--- config.mk ---
export PLATFORM = sky130hd
export DESIGN_NAME = nibble_alu_seq
export DESIGN_NICKNAME = d
export VERILOG_FILES = /design/src/rtl/nibble_alu_seq.sv
export SDC_FILE = /design/constraint.sdc
export NUM_CORES = 1
export LEC_CHECK = 0
export BUFFER_PORTS_ARGS = -buffer_cell sky130_fd_sc_hd__buf_2
export CORE_MARGIN = 3
export CORE_UTILIZATION = 35
export DETAILED_ROUTE_END_ITERATION = 10
export GPL_TIMING_DRIVEN = 0
export PLACE_DENSITY = 0.66
export SLEW_MARGIN = 0
export SYNTH_ARGS = -nofsm -noshare
export SYNTH_HDL_FRONTEND = slang
export SYNTH_SLANG_ARGS = --single-unit
--- constraint.sdc ---
create_clock -name clk -period 4.8 [get_ports clk]
set_clock_uncertainty 0.15 [all_clocks]
set_input_delay 0.24 -clock clk [delete_from_list [all_inputs] [get_ports clk]]
set_output_delay 0.24 -clock clk [all_outputs]
set_load 0.01 [all_outputs]
--- src/rtl/nibble_alu_seq.sv ---
// -----------------------------------------------------------------------------
// nibble_alu_seq
//
// Multi-cycle W-bit ALU (W = 4*NIBBLES) built around one 4-bit ALU slice. The
// slice is reused once per nibble, least-significant nibble first, and the
// carry is held in a register between nibbles. One request is in flight at a
// time; valid/ready handshakes sit on both sides.
//
// Ports:
//   clk           rising-edge clock
//   reset         asynchronous, active-high; clears all state
//   start_valid   request present (sampled only in IDLE)
//   start_ready   block can accept a request (IDLE only)
//   op[2:0]       op[2] = invert b and carry-in 1; op[1:0]: 00 AND, 01 OR,
//                 10 ADD, 11 SLT (op 011 is treated as 111)
//   a, b          operands, captured on acceptance
//   result_valid  result/cout/overflow/zero valid (DONE only)
//   result_ready  consumer takes the result
//   result        operation result
//   cout          carry out of the MSB (0 for AND/OR)
//   overflow      signed overflow of the MSB nibble (0 for AND/OR)
//   zero          result == 0
// -----------------------------------------------------------------------------
module nibble_alu_seq #(
    parameter int NIBBLES = 4
) (
    input  logic                   clk,
    input  logic                   reset,
    input  logic                   start_valid,
    output logic                   start_ready,
    input  logic [2:0]             op,
    input  logic [4*NIBBLES-1:0]   a,
    input  logic [4*NIBBLES-1:0]   b,
    output logic                   result_valid,
    input  logic                   result_ready,
    output logic [4*NIBBLES-1:0]   result,
    output logic                   cout,
    output logic                   overflow,
    output logic                   zero
);

    localparam int W  = 4 * NIBBLES;
    localparam int IW = $clog2(NIBBLES);
    localparam logic [IW-1:0] LAST = IW'(NIBBLES - 1);

    typedef enum logic [1:0] {
        IDLE,
        RUN,
        DONE
    } state_t;

    state_t          state;
    state_t          next_state;

    logic [W-1:0]    a_q;
    logic [W-1:0]    b_q;
    logic [2:0]      op_q;
    logic            carry_q;
    logic [IW-1:0]   idx;

    // Slice signals
    logic [3:0]      a_nib;
    logic [3:0]      b_nib;
    logic [4:0]      sum5;
    logic            c_msb_in;
    logic [3:0]      slice_y;
    logic            slice_c;
    logic            slice_v;

    logic            last;
    logic [W-1:0]    res_next;

    // -------------------------------------------------------------------------
    // 4-bit slice: same op encoding and carry/overflow rules as ALU4Bit.
    // -------------------------------------------------------------------------
    always_comb begin
        // NOTE: every always_comb output gets a default first so no path can
        // leave it unassigned and infer a latch.
        slice_y  = '0;
        slice_c  = 1'b0;
        slice_v  = 1'b0;

        a_nib    = a_q[{idx, 2'b00} +: 4];
        b_nib    = op_q[2] ? ~b_q[{idx, 2'b00} +: 4] : b_q[{idx, 2'b00} +: 4];
        sum5     = {1'b0, a_nib} + {1'b0, b_nib} + {4'b0000, carry_q};
        // Carry into bit 3 recovered from the sum bit; overflow compares it
        // with the carry out of bit 3.
        c_msb_in = a_nib[3] ^ b_nib[3] ^ sum5[3];

        unique case (op_q[1:0])
            2'b00: slice_y = a_nib & b_nib;
            2'b01: slice_y = a_nib | b_nib;
            default: begin
                slice_y = sum5[3:0];
                slice_c = sum5[4];
                slice_v = c_msb_in ^ sum5[4];
            end
        endcase
    end

    assign last = (idx == LAST);

    // Result register with the current nibble merged in. On the final SLT
    // nibble the whole word is replaced by the signed less-than bit.
    always_comb begin
        res_next                     = result;
        res_next[{idx, 2'b00} +: 4]  = slice_y;
        if (last && (op_q[1:0] == 2'b11)) begin
            res_next = {{(W-1){1'b0}}, slice_y[3] ^ slice_v};
        end
    end

    // -------------------------------------------------------------------------
    // FSM
    // -------------------------------------------------------------------------
    always_ff @(posedge clk or posedge reset) begin
        // NOTE: sequential state uses non-blocking assignments so every
        // register samples pre-edge values regardless of statement order.
        if (reset) state <= IDLE;
        else       state <= next_state;
    end

    always_comb begin
        next_state = state;
        unique case (state)
            IDLE:    if (start_valid)  next_state = RUN;
            RUN:     if (last)         next_state = DONE;
            DONE:    if (result_ready) next_state = IDLE;
            default:                   next_state = IDLE;
        endcase
    end

    // -------------------------------------------------------------------------
    // Datapath registers
    // -------------------------------------------------------------------------
    always_ff @(posedge clk or posedge reset) begin
        if (reset) begin
            // NOTE: captured operands are reset as well, so an aborted request
            // leaves no trace of its data.
            a_q      <= '0;
            b_q      <= '0;
            op_q     <= '0;
            carry_q  <= 1'b0;
            idx      <= '0;
            result   <= '0;
            cout     <= 1'b0;
            overflow <= 1'b0;
            zero     <= 1'b0;
        end else begin
            unique case (state)
                IDLE: begin
                    if (start_valid) begin
                        a_q     <= a;
                        b_q     <= b;
                        // SLT always subtracts, so 011 is folded into 111.
                        op_q    <= (op[1:0] == 2'b11) ? 3'b111 : op;
                        carry_q <= (op[1:0] == 2'b11) ? 1'b1 : op[2];
                        idx     <= '0;
                    end
                end
                RUN: begin
                    result  <= res_next;
                    carry_q <= slice_c;
                    idx     <= idx + 1'b1;
                    if (last) begin
                        cout     <= slice_c;
                        overflow <= slice_v;
                        zero     <= (res_next == '0);
                    end
                end
                default: ;  // DONE holds every output
            endcase
        end
    end

    // Decoded straight from the state register; start_ready is also masked
    // while reset is held.
    assign start_ready  = (state == IDLE) && !reset;
    assign result_valid = (state == DONE);

endmodule

==> results of run 1 <==
==> power groups by stage <==
stage	combinational, mW	sequential (mW)	clock, mW
after floorplan	1.33	0.820	0
after global placement	1.72	0.827	0
after detailed placement	1.78	0.836	0
after CTS	1.81	0.827	0.484
after global routing	2.05	0.855	0.505
final	1.81	0.826	0.477
==> routing by layer <==
layer	vias to the layer above	global-route usage, %	share of wire, %
met5	-	0	0
met4	0	5.95	0.92
met3	6	3.69	4.8
met2	80	29.5	49
met1	1331	21.8	46
li1	1407	-	-
==> worst min path at each step <==
| stage | cells after the start | endpoint | slack [ps] | from |
|---|---|---|---|---|
| floorplan | 2 | a_q[0] | 200 | a[0] |
| global placement | 3 | b_q[9] | 280 | b[9] |
| detailed placement | 2 | state[1] | 150 | reset |
| CTS | 4 | op_q[2] | 120 | op[2] |
| global route | 4 | op_q[2] | 160 | op[2] |
| finish | 4 | op_q[2] | 140 | op[2] |
==> synth_stat cells (2+ instances only) <==
library cell / n / area, um2
nand3_1: 3 / 15.0
a222oi_1: 2 / 20.0
buf_2: 3 / 15.0
inv_2: 3 / 11.3
nor3_1: 6 / 30.0
xnor2_1: 2 / 17.5
nor2_1: 11 / 41.3
o221ai_1: 2 / 17.5
mux4_2: 8 / 180
o21ai_0: 17 / 85.1
nand2b_1: 7 / 43.8
nor2b_1: 3 / 18.8
mux2i_1: 2 / 20.0
dfrtp_1: 59 / 1480
nand2_1: 134 / 503
ha_1: 14 / 175
clkbuf_1: 10 / 37.5
buf_4: 3 / 22.5
o41ai_1: 2 / 17.5
inv_1: 18 / 67.6
xor2_1: 4 / 35.0
a21oi_1: 6 / 30.0
and3_1: 2 / 12.5
a31oi_1: 2 / 12.5
fa_1: 2 / 40.0
o31ai_1: 2 / 15.0
o21ai_1: 13 / 65.1
o21a_1: 4 / 30.0
==> cell families (layout without fill, tap and decap cells) <==
logic type / Yosys count / count (layout) / synth area share [%]
adders and majority gates: 16 / 16 / 6.68
xor gates and xnor gates: 6 / 6 / 1.63
buffers and inverters: 38 / 150 / 4.89
DFF: 59 / 59 / 45.8
and+or+nand+nor: 171 / 171 / 22.7
AOI/OAI and AO/OA: 58 / 58 / 11.2
muxes: 12 / 12 / 7.03
==> flip-flops by register name, indices dropped and copies added, names as in the netlist <==
signal / count
overflow: 1
zero: 1
carry_q: 1
a_q: 16
state: 2
result: 16
op_q: 3
cout: 1
idx: 2
b_q: 16
==> stage by stage <==
stage / worst slack [ps] / area (um2) / instances / hold slack (ps) / total power [mW]
after floorplan: 1340 / 3220 / 360 / 195 / 2.14
after global placement: 915 / 3650 / 527 / 280 / 2.55
after detailed placement: 798 / 3670 / 528 / 147 / 2.62
after CTS: 771 / 4250 / 580 / 121 / 3.12
after global routing: 531 / 4250 / 580 / 164 / 3.41
final: 795 / 4250 / 580 / 135 / 3.11
==> worst max-delay path, stage by stage, from the launching register on <==
cell,delay [ps]
dfrtp_1,540
buf_4,290
mux4_2,550
xor2_1,240
inv_1,110
fa_1,430
fa_1,430
xnor2_1,170
a21oi_1,430
o221ai_1,220
o211ai_1,200
and3_1,170
==> cell type report <==
cell class                      instances  share of cell area, %
Sequential cell                        59                   34.8
Multi-Input combinational cell        263                   37.4
Inverter                               21                   1.86
Clock inverter                          5                   1.44
Buffer                                 17                   1.86
Clock buffer                           11                   3.57
Tap cell                              108                   3.18
Timing Repair Buffer                   96                   15.9
==> timing repair <==
item | CTS | global route
setup buffers | 0 | 0
setup endpoints to repair | 0 | 0
gates resized for setup | 0 | 0
endpoints found under the hold margin | 56 | 0
hold buffers | 36 | 0
==> qor.txt, run 1 <==
Sink Count: 59
Skew-Pair Late Insertion Delay: 340 ps
Hold Vio Cnt, Final: 0
Setup crit end kind: register
cell row count: 34
Comb pwr share: 58.1%
CTS Buf Count: 9
ys async rst share: 100%
Fillers: 842
fmax: 0.250 GHz
H-Tree Depth: 3
Worst Hold Class: in2reg
clock power share: 15.3%
CP arrival: 4120 ps
number of synthesized flops with an enable pin: 0
status: completed
Synth warnings: 0
gr usage total: 17.3%
share of layout cells above drive strength 1: 21.0%
sequential element share of the synthesized area: 45.8%
synth unique cells: 44
CTS tree: built
Final ANT Viol Nets: 0
via count: 2824
total core area: 0.00885 mm2
cells after synthesis: 360
critical path peak fanout: 10
VDD IR max: 0.000329 V
drt total wl: 8150 um
Slew @ Worst Pin: 525 ps
Die X: 102 um
Die ar.: 0.0104 mm2
sequential share of power: 26.6%
Slew Viols, Final: 0
most frequent cells in the layout: nand2_1, buf_2, dfrtp_1
wire length of the first global-routing pass: 14000 um
final worst path period share: 83.4%
max-cap viol count: 0
DPL Wire Length: 5800 um
CP endpoint: zero
Power Dens Cells: 733 mW/mm2
cell area after synthesis: 0.00322 mm2
TNS Setup: 0 ps
minimum clock period: 4010 ps
P_leak: 2.12 nW
Final Setup Violations: 0
Die Y: 102 um
DRC viols: 0
clk slew on worst S/H paths: 70 ps
Net Sw Frac: 45.1%
Switch Pwr: 1.40 mW
IO buf count: 59
capture point of the worst reg-to-reg path: zero
crit path launch type: register
cell count of the worst reg-to-reg path: 11
vias per cell: 4.87
#FFs+latches synth: 59
Int Power: 1.71 mW
Initial Util: 36.4%
Slew HR: 64.8%
commonest non-fill, non-tap cell in the layout: nand2_1
initial DRC count: 137
CP Class: reg2reg
layout net count: 522
critical path required time: 4920 ps
launch point of the worst path: idx[0]
IO Count: 60
Syn Area/Cell: 8.95 um2
Top FF cell, synth: dfrtp_1
# diodes: 0
reg-to-reg setup timing slack: 790 ps
Reg area: 0.00148 mm2
Placer Congestion: 0.894
CTS Buffer Depth: 2
GR Overflow Total: 0
Multi-input gate area: 0.00159 mm2
initial antenna violation count: 0
largest net degree at the start of global routing: 39
Critical R2R Launch: idx[0]
utilization after layout: 48.0%
syn nets: 415
Root Driver: clkbuf_8
Detailed Routing Iterations Pass 1: 6
vias in the first global route: 2954
area delta synth->final: 31.8%
Avg WL per Cell: 14.1 um
RSZ-0062 raised after global routing: no
Power figures use the tool's default switching activity.
==> run 2, diff against run 1 <==
==> constraint.sdc (replaced) <==
create_clock -name clk -period 3.8 [get_ports clk]
set_clock_uncertainty 0.15 [all_clocks]
set_input_delay 0.19 -clock clk [delete_from_list [all_inputs] [get_ports clk]]
set_output_delay 0.19 -clock clk [all_outputs]
set_load 0.01 [all_outputs]
==> run 2 against run 1 <==
Via count rose by 0.21%. Sequential share of layout area fell by 0.16 points. Worst hold slack got worse by 52 ps. Non-clock buffer count rose by 1. Count of clock-buffer cells in the layout did not move. Utilization rose by 0.27 points. Maximum frequency rose by 11%. Combinational power rose by 31%. Die area did not move. Sequential power rose by 25%. Global-route usage rose by 0.057 points. Critical path type unchanged. Largest cell class unchanged. Highest routed layer unchanged.
==> qor.txt, run 2 (synthesis gave the netlist of run 1 again) <==
status: completed
launch point of the worst path: idx[0]
Multi-input gate area: 0.00160 mm2
share of layout cells above drive strength 1: 21.8%
Root Driver: clkbuf_8
Detailed Routing Iterations Pass 1: 5
initial DRC count: 130
CP arrival: 3680 ps
wire length of the first global-routing pass: 14000 um
capture point of the worst reg-to-reg path: zero
Fillers: 841
RSZ-0062 raised after global routing: no
Slew HR: 65.4%
cell row count: 34
vias in the first global route: 2961
Setup crit end kind: register
largest net degree at the start of global routing: 39
initial antenna violation count: 0
Initial Util: 36.4%
fmax: 0.278 GHz
IO buf count: 59
top flop regs: a_q (16), b_q (16), result (16)
GR Overflow Total: 0
critical path required time: 3880 ps
TNS Setup: 0 ps
Post-DP Area: 0.00367 mm2
fin area: 0.00427 mm2
Hold Vio Cnt, Final: 0
Die X: 102 um
H-Tree Depth: 3
Sink Count: 59
Final ANT Viol Nets: 0
DRC viols: 0
Slew Viols, Final: 0
crit path launch type: register
minimum clock period: 3600 ps
hold_sp: op[2]
gr usage total: 17.4%
vias per cell: 4.87
commonest non-fill, non-tap cell in the layout: nand2_1
total core area: 0.00885 mm2
IO Count: 60
Power Dens Cells: 939 mW/mm2
P_leak: 2.13 nW
critical path peak fanout: 10
Die Y: 102 um
clk slew on worst S/H paths: 70 ps
most frequent cells in the layout: nand2_1, buf_2, dfrtp_1
Critical R2R Launch: idx[0]
DPL Wire Length: 5800 um
Avg WL per Cell: 14.1 um
# diodes: 0
layout net count: 523
Slew @ Worst Pin: 516 ps
WHS Endpoint: op_q[2]
Die ar.: 0.0104 mm2
reg-to-reg setup timing slack: 200 ps
CP Class: reg2reg
VDD IR max: 0.000429 V
Hold Crit Depth: 4
CTS tree: built
CTS Buf Count: 9
drt total wl: 8180 um
Placer Congestion: 0.894
max-cap viol count: 0
Reg area: 0.00148 mm2
CTS Buffer Depth: 2
area delta synth->final: 32.5%
Worst Hold Class: in2reg
final worst path period share: 94.8%
Final Setup Violations: 0
Skew-Pair Late Insertion Delay: 350 ps
via count: 2830
cell count of the worst reg-to-reg path: 11
-- run 2: final cells by class --
class,instances,share of cell area [%]
plain buffers,17,1.93
inverters,21,1.85
clock inverters,5,1.44
well taps,108,3.16
multi-input cells,263,37.5
clock buffers,11,3.55
repair buffers,97,16.0
flip-flops and latches,59,34.6
-- run 2: worst max-delay path: stages, from the launching register on --
cell      delay, ps
dfrtp_2         370
buf_6           170
mux4_2          540
xor2_1          240
inv_1           110
fa_1            430
fa_1            450
xnor2_2         230
o221ai_1        160
o21a_1          140
a221o_1         310
and3_1          180
-- run 2: per-stage QoR --
step / power (mW) / hold WS, ps / util (%) / setup WS (ps) / cells
2_1_floorplan: 2.71 / 145 / - / 335 / 360
3_3_place_gp: 3.22 / 230 / 41.3 / -85.2 / 527
3_5_place_dp: 3.30 / 97.3 / 41.5 / -202 / 528
4_1_cts: 3.96 / 70.8 / 48.1 / 9.08 / 580
5_1_grt: 4.39 / 114 / 48.3 / 40.9 / 581
6_report: 4.01 / 83.5 / 48.3 / 199 / 581
-- run 2: power breakdown --
part           switching, mW  total, mW  internal, mW
clock network          0.264      0.603         0.339
registers              0.149       1.03         0.886
logic                   1.39       2.37         0.979
total                   1.81       4.01          2.20
-- run 2: what timing repair did --
item,in CTS,in global routing
resized for setup,3,1
endpoints found under the setup margin,1,1
buffers inserted,0,1
endpoints found under the hold margin,56,0
hold buffers,36,0
-- run 2: metal layers --
layer | routed length (um) | up-vias | global-route usage [%]
met5 | 0 | - | 0
met4 | 87 | 0 | 6.46
met3 | 442 | 9 | 3.69
met2 | 3940 | 79 | 29.5
met1 | 3710 | 1334 | 21.8
li1 | - | 1408 | -
-- run 2: how the worst max path moves through the flow --
stage               endpoint  slack [ps]  cells after the start
floorplan               zero         340                     11
global placement        zero         -90                     11
detailed placement      zero        -200                     11
CTS                     zero           9                     11
global route            zero          40                     11
finish                  zero         200                     11
